**src/rtl/pdm_pkg.sv**
```systemverilog
// Shared PDM constants and CIC sizing helpers, used by the decimator and the modulator.
package pdm_pkg;

   localparam int CIC_ORDER = 3;
   localparam int OSR_LOG2  = 6;
   localparam int PCM_W     = 16;

   function automatic int cic_width(input int osr_log2);
      return 1 + CIC_ORDER * osr_log2;
   endfunction

   function automatic int out_shift(input int osr_log2);
      return CIC_ORDER * osr_log2 - PCM_W;
   endfunction

endpackage

```
**src/rtl/pdm_in_sync.sv**
```systemverilog
// Flop chain carrying the PDM bit and its strobe together; STAGES cycles of latency, 0 = bypass.
module pdm_in_sync #(
   parameter int STAGES = 2
) (
   input  logic clk,
   input  logic rst_n,
   input  logic bit_i,
   input  logic en_i,
   output logic bit_o,
   output logic en_o
);

   generate
      if (STAGES == 0) begin : g_bypass
         assign bit_o = bit_i;
         assign en_o  = en_i;
      end else begin : g_chain
         logic [STAGES-1:0] bit_q;
         logic [STAGES-1:0] en_q;

         always_ff @(posedge clk) begin
            if (!rst_n) begin
               bit_q <= '0;
               en_q  <= '0;
            end else begin
               bit_q[0] <= bit_i;
               en_q[0]  <= en_i;
               for (int k = 1; k < STAGES; k++) begin
                  bit_q[k] <= bit_q[k-1];
                  en_q[k]  <= en_q[k-1];
               end
            end
         end

         assign bit_o = bit_q[STAGES-1];
         assign en_o  = en_q[STAGES-1];
      end
   endgenerate

endmodule

```
**src/rtl/pdm_decimator.sv**
```systemverilog
// sinc^3 CIC decimator turning a strobed 1-bit PDM stream into 16-bit unsigned PCM.
// pcm_valid pulses two cycles after the strobe that completes a frame; no backpressure.
module pdm_decimator #(
   parameter int OSR_LOG2    = pdm_pkg::OSR_LOG2,
   parameter int SYNC_STAGES = 2
) (
   input  logic                     clk,
   input  logic                     rst_n,
   input  logic                     pdm_in,
   input  logic                     pdm_en,
   output logic [pdm_pkg::PCM_W-1:0] pcm,
   output logic                     pcm_valid,
   output logic                     pcm_settled
);

   import pdm_pkg::*;

   localparam int W      = cic_width(OSR_LOG2);
   localparam int SHIFT  = out_shift(OSR_LOG2);
   localparam int OSR_M1 = (1 << OSR_LOG2) - 1;
   // Full scale is 2^(W-1); it is the only value whose shifted form does not fit PCM_W bits.
   localparam logic [W-1:0] FULL_SCALE = {1'b1, {(W-1){1'b0}}};

   logic                b;
   logic                e;
   logic [OSR_LOG2-1:0] cnt_q, cnt_d;
   logic [W-1:0]        i1_q, i2_q, i3_q;
   logic [W-1:0]        i1_d, i2_d, i3_d;
   logic [W-1:0]        d1_q, d2_q, d3_q;
   logic [W-1:0]        c1, c2, y;
   logic                tick_q, tick_d;
   logic [PCM_W-1:0]    pcm_q, pcm_d;
   logic                pcm_valid_q;
   logic [1:0]          settle_q;
   logic                settled_q;

   pdm_in_sync #(
      .STAGES (SYNC_STAGES)
   ) u_sync (
      .clk   (clk),
      .rst_n (rst_n),
      .bit_i (pdm_in),
      .en_i  (pdm_en),
      .bit_o (b),
      .en_o  (e)
   );

   always_comb begin
      i1_d   = i1_q;
      i2_d   = i2_q;
      i3_d   = i3_q;
      cnt_d  = cnt_q;
      tick_d = 1'b0;
      if (e) begin
         i1_d   = i1_q + W'(b);
         i2_d   = i2_q + i1_d;
         i3_d   = i3_q + i2_d;
         cnt_d  = cnt_q + 1'b1;
         tick_d = (cnt_q == OSR_LOG2'(OSR_M1));
      end
   end

   // Comb stage evaluates in the cycle after the tick, when i3_q already holds the frame total.
   always_comb begin
      c1    = i3_q - d1_q;
      c2    = c1 - d2_q;
      y     = c2 - d3_q;
      pcm_d = (y == FULL_SCALE) ? '1 : PCM_W'(y >> SHIFT);
   end

   always_ff @(posedge clk) begin
      if (!rst_n) begin
         cnt_q       <= '0;
         i1_q        <= '0;
         i2_q        <= '0;
         i3_q        <= '0;
         d1_q        <= '0;
         d2_q        <= '0;
         d3_q        <= '0;
         tick_q      <= 1'b0;
         pcm_q       <= '0;
         pcm_valid_q <= 1'b0;
         settle_q    <= '0;
         settled_q   <= 1'b0;
      end else begin
         cnt_q       <= cnt_d;
         i1_q        <= i1_d;
         i2_q        <= i2_d;
         i3_q        <= i3_d;
         tick_q      <= tick_d;
         pcm_valid_q <= tick_q;
         if (tick_q) begin
            d1_q  <= i3_q;
            d2_q  <= c1;
            d3_q  <= c2;
            pcm_q <= pcm_d;
            if (settle_q != 2'd3) begin
               settle_q <= settle_q + 2'd1;
            end
            if (settle_q == 2'd2) begin
               settled_q <= 1'b1;
            end
         end
      end
   end

   assign pcm         = pcm_q;
   assign pcm_valid   = pcm_valid_q;
   assign pcm_settled = settled_q;

endmodule

```
**config.mk**
```make
export PLATFORM = sky130hd
export DESIGN_NAME = pdm_decimator
export DESIGN_NICKNAME = d
export VERILOG_FILES = /design/src/rtl/pdm_pkg.sv /design/src/rtl/pdm_in_sync.sv /design/src/rtl/pdm_decimator.sv
export SDC_FILE = /design/constraint.sdc
export NUM_CORES = 1
export LEC_CHECK = 0
export ABC_AREA = 1
export BUFFER_PORTS_ARGS = -buffer_cell sky130_fd_sc_hd__buf_2
export CAP_MARGIN = 10
export CORE_ASPECT_RATIO = 0.7
export CORE_MARGIN = 2
export CORE_UTILIZATION = 51
export DETAILED_ROUTE_END_ITERATION = 8
export PLACE_DENSITY = 0.81
export SLEW_MARGIN = 5
export SYNTH_ARGS = -nofsm -noshare
export SYNTH_HDL_FRONTEND = slang
export SYNTH_HIERARCHICAL = 1
export SYNTH_SLANG_ARGS = --single-unit
```
**constraint.sdc**
```tcl
create_clock -name clk -period 4.63 [get_ports clk]
set_input_delay 0.6945 -clock clk [delete_from_list [all_inputs] [get_ports clk]]
set_output_delay 0.6945 -clock clk [all_outputs]
set_load 0.005 [all_outputs]
```
Word level (Yosys, flattened, before mapping)
Index checks and enable logic that the tools add are counted. Widths: inputs -> output; s select.

Register bits: 145. Word-level logic and storage cells: 30.

Add/subtract/negate cells: 8. Eq/ne operators: 4. Mux-type cells: 1. Reduce and logical (&&, ||, !) cells: 3.

Operators with widths (count): $sub 19x19->19 (3); $add 19x19->19 (2); $add 19x1->19 (1); $eq 19x19->1 const B (1); $mux 16 (1); $add 6x1->6 const B (1); $eq 6x6->1 const B (1); $reduce_and 2->1 (3); $add 2x1->2 const B (1); $eq 2x2->1 const B (1); $ne 2x2->1 const B (1).

Depth between registers and ports, before layout
Word-level depth: 5. Depth in mapped cells: 36. Mapped depth without buffers: 35.

Modules after synthesis
The synthesis kept the hierarchy.

Modules (own cells, without submodules): pdm_decimator (times used 1, cells each 1513, area an instance 10217.3 um^2); pdm_in_sync (times used 1, cells each 12, area an instance 110.1 um^2).

Worst setup path before layout
No wires, ideal clock.

Kind: register -> register. Start point: register i3_q[0]. End point: register pcm_q[10] (netlist: pcm[10]). Setup time: 0.066 ns. Arrival time: 4.512 ns. Setup slack: 0.052 ns. Cell stages (with the launch flop): 31. Path buffers: 1. Cell sequence: dfxtp_1 -> inv_1 -> ha_1 -> inv_1 -> fa_1 -> nand2_1 -> inv_1 -> a21oi_1 -> xor2_1 -> ha_1 -> a21o_1 -> a21oi_1 -> o21ai_0 -> nand2_1 -> nand2_1 -> a21oi_1 -> o21ai_0 -> xor2_1 -> ha_1 -> a21oi_1 -> o21a_1 -> nor3_1 -> nor2_1 -> nand2_1 -> nand2_2 -> nand2_1 -> xor2_1 -> nor2_1 -> nand3_2 -> buf_6 -> a21oi_2.

Cells in the longest elaborated chain, start to end: 5.

RTL lines: start: declaration (RTL line pdm_decimator.sv:27) `logic [W-1:0] i1_q, i2_q, i3_q;`; start signal: assignment (RTL line pdm_decimator.sv:89) `i3_q <= i3_d;`; $sub 19x19->19 * (RTL line pdm_decimator.sv:65) `c1 = i3_q - d1_q;`; via c1[4] (RTL line pdm_decimator.sv:30) `logic [W-1:0] c1, c2, y;`; $sub 19x19->19 * (RTL line pdm_decimator.sv:66) `c2 = c1 - d2_q;`; via c2[11] (RTL line pdm_decimator.sv:30); $sub 19x19->19 * (RTL line pdm_decimator.sv:67) `y = c2 - d3_q;`; $eq 19x19->1 (RTL line pdm_decimator.sv:68) `pcm_d = (y == FULL_SCALE) ? '1 : PCM_W'(y >> SHIFT);`; $mux 16 * (RTL line pdm_decimator.sv:68); end signal: assignment (RTL line pdm_decimator.sv:96) `pcm_q <= pcm_d;`; end: declaration (RTL line pdm_decimator.sv:32) `logic [PCM_W-1:0] pcm_q, pcm_d;`.

The timed path passes the listed nets; every way through them passes the cells marked *. A chain may end at the register's enable or synchronous reset.

Final worst setup path
Start point: register i3_q[0]. End point: register pcm_q[1] (netlist: pcm[1]).

Cells in the longest elaborated chain, start to end: 5.

RTL lines (RTL line): $sub 19x19->19 (pdm_decimator.sv:65); via c1[4] (pdm_decimator.sv:30); $sub 19x19->19 (pdm_decimator.sv:66); via c2[11] (pdm_decimator.sv:30); $sub 19x19->19 (pdm_decimator.sv:67); $eq 19x19->1 (pdm_decimator.sv:68); $mux 16 (pdm_decimator.sv:68).

The timed path passes the listed nets, and every way through them passes these cells.

==> results.ini <==
[outcome]
status=finished with violations
violations=negative setup slack

[synth]
synth.net_count=1628
yosys_warnings=6
ys_ff_latch=145
synth_edf_count=0
synth_cell_types=44
syn_inst=1525
synth-main-ff-cell=dfxtp_1
synthArstFlopShare=0
synth.yosys.seq_area_share=0.2811
netlist_area_sq_um=10330
syn_area_per_cell_sq_um=6.772

[cells_and_area]
nets=1711
syn_to_final_growth_pct=22.11
fin_util=0.6352
drive_above_1_share=0.1975
n_fill_cell=1644
insertedDiodeCount=0
final_cells=1890

[timing]
period_minus_slack_ns=4.739
hold_viol=0
max_slew_margin=0.3300
max_freq_ghz=0.2110
setup_viol_count_final=16
fin_worst_skew_ns=0.01331
fin_ws_ns=-0.1085
tightestPinTransition_ns=1.005
fin_crit_sh=1.023
rsz0062_at_grt=true
tns_ns=-1.363
slew_viol_final=0

[global_routing]
antenna_found_initial=0
grt-ovfl-total=0
grt_pass1_vias=8751
grt_pass1_wl_um=41480
grt_max_degree=76
gr-usage-all-layers=0.2365

[routing]
wl_um=27440
routedWlPerCell_um=14.52
detail-route-antenna-nets=0
via_per_inst=5.435
drt_iter0_drc=999
vias=10270
dr.pass1.iters=5
drcViolationCount=0

[critical_path]
cp_top_family=compound AO/OA/AOI/OAI gates
crit_slowest_cell=ha_1
crit_arrival_ns=5.11
r2r_end=pcm[1]
required_ns=5.00
critPathMaxStageDelay_ns=0.39
r2r_slack_ns=-0.11
critPathKind=flip-flop to flip-flop
start_kind=flip-flop
cpMostUsedCell=a21oi_2
crit_end=pcm[1]
reg2reg_from=i3_q[0]
crit_path_end_kind=flip-flop
startpoint=i3_q[0]
worst-path-buf-inv=4
reg2reg_depth=30
crit_fanout=8
crit_cells=30

[place]
hpwl_um=18370
place.gp.congestion=0.9120
dp_slack_ns=-0.2769
io_buffers=21
dp.cells=1836

[die]
fp.dieArea_sq_um=21420
die_w_um=174.1
start_util=0.5202
fp-row-count=43
io_pins=22
fp.dieH_um=123.1
coreArea_sq_um=19850

[cts]
clock_latency_ns=0.44
h-tree-depth=4
cts_root_buf=clkbuf_16
cts-hold-fix-buffers=0
cts_max_path_buffers=2
numClockSinks=145
cts.clk_slew.worst_paths_ns=0.07
cts_tree=done
cts_buffers=17

[power]
peakVddDrop_uv=272.7
power.density_nw_per_um2=449.2
power.leakage_nw=6.236
total_power_mw=5.664

[worst_hold_path]
worst_hold_path_type=flip-flop to flip-flop

[run]
maxCapViolations=0

==> metal layers <==
layer,vias to the layer above,GRT usage,share of wire
met3,26,0.04582,0.068
met5,-,0,0
met4,0,0.06092,0.012
met2,345,0.3606,0.44
li1,5150,-,-
met1,4751,0.3427,0.48
==> cell usage in the layout, fill, tap and decap left out, types with 28 or more instances in the layout <==
cell     instances
nand2_2         28
inv_1          253
nor2_1         119
a21oi_2         42
o21ai_0        147
ha_1            72
nand2_1        213
a21oi_1        145
xor2_1          56
dfxtp_1        136
nand3_1         64
buf_4           84
==> worst min-delay path, delay by kind of cell (launching register included) <==
kind	cells	cell delay [ns]
buffers and inverters	1	0.03
flip-flops	1	0.30
AND/OR/NAND/NOR	1	0.05
==> what timing repair did <==
action / 4_1_cts / 5_1_grt
gates resized for setup: 46 / 129
gates cloned: 1 / 0
setup buffers: 8 / 15
pin swaps: 12 / 68
endpoints found under the setup margin: 17 / 22
==> per-stage QoR <==
stage	hold slack [ns]	area, sq um
after floorplan	0.3900	10330
after global placement	0.4113	11090
after detailed placement	0.4096	11090
after CTS	0.4299	11900
after global routing	0.4523	12610
final	0.4198	12610
==> synthesized netlist by cell type (9+ instances only) <==
master / number / area (sq um)
inv_1: 261 / 979.7
nand2_1: 230 / 863.3
a21oi_1: 179 / 895.9
o21ai_0: 163 / 815.8
dfxtp_1: 145 / 2903
nor2_1: 129 / 484.2
ha_1: 95 / 1189
nand3_1: 71 / 355.3
xor2_1: 68 / 595.6
clkbuf_1: 38 / 142.6
nor3_1: 16 / 80.08
a21oi_2: 14 / 122.6
nand2_2: 12 / 75.07
nand4_1: 12 / 75.07
xnor2_1: 9 / 78.83
==> power breakdown <==
part | switching [mW] | internal [mW]
Combinational | 1.71 | 1.26
Sequential | 0.0268 | 1.28
Clock | 0.596 | 0.802
==> cells by family after synthesis <==
kind of cell	share of synthesized area
xor+xnor	0.06906
fa+ha+maj	0.1228
simple gates	0.2061
compound gates	0.2079
buf+inv	0.1130
flops	0.2811
==> cell type report <==
cell class	count	area (sq um)	area share
flip-flops and latches	145	2914	0.2311
repair buffers	107	778.2	0.06171
well taps	270	337.8	0.02679
multi-input cells	1071	7003	0.5553
clock buffers	19	432.9	0.03433
inverters	266	998.5	0.07917
clock inverters	12	146.4	0.01161
==> worst min-delay path by stage <==
stage	startpoint	cells after the start	end
after global placement	u_sync/g_chain.en_q[0]	2	u_sync/g_chain.en_q[1]
after detailed placement	u_sync/g_chain.bit_q[0]	2	u_sync/g_chain.bit_q[1]
after global routing	pdm_in	3	u_sync/g_chain.bit_q[0]
after CTS	u_sync/g_chain.en_q[0]	2	u_sync/g_chain.en_q[1]
after floorplan	u_sync/g_chain.bit_q[0]	2	u_sync/g_chain.bit_q[1]
final	u_sync/g_chain.bit_q[0]	2	u_sync/g_chain.bit_q[1]
==> flip-flops by register name, indices dropped and copies added, names as in the netlist <==
name / cells
cnt_q: 6
d1_q: 19
d2_q: 19
d3_q: 19
i1_q: 19
i2_q: 19
i3_q: 19
pcm: 16
pcm_settled: 1
pcm_valid: 1
settle_q: 2
tick_q: 1
u_sync/g_chain.bit_q: 2
u_sync/g_chain.en_q: 2
No activity file was read; power rests on OpenSTA's default activity.
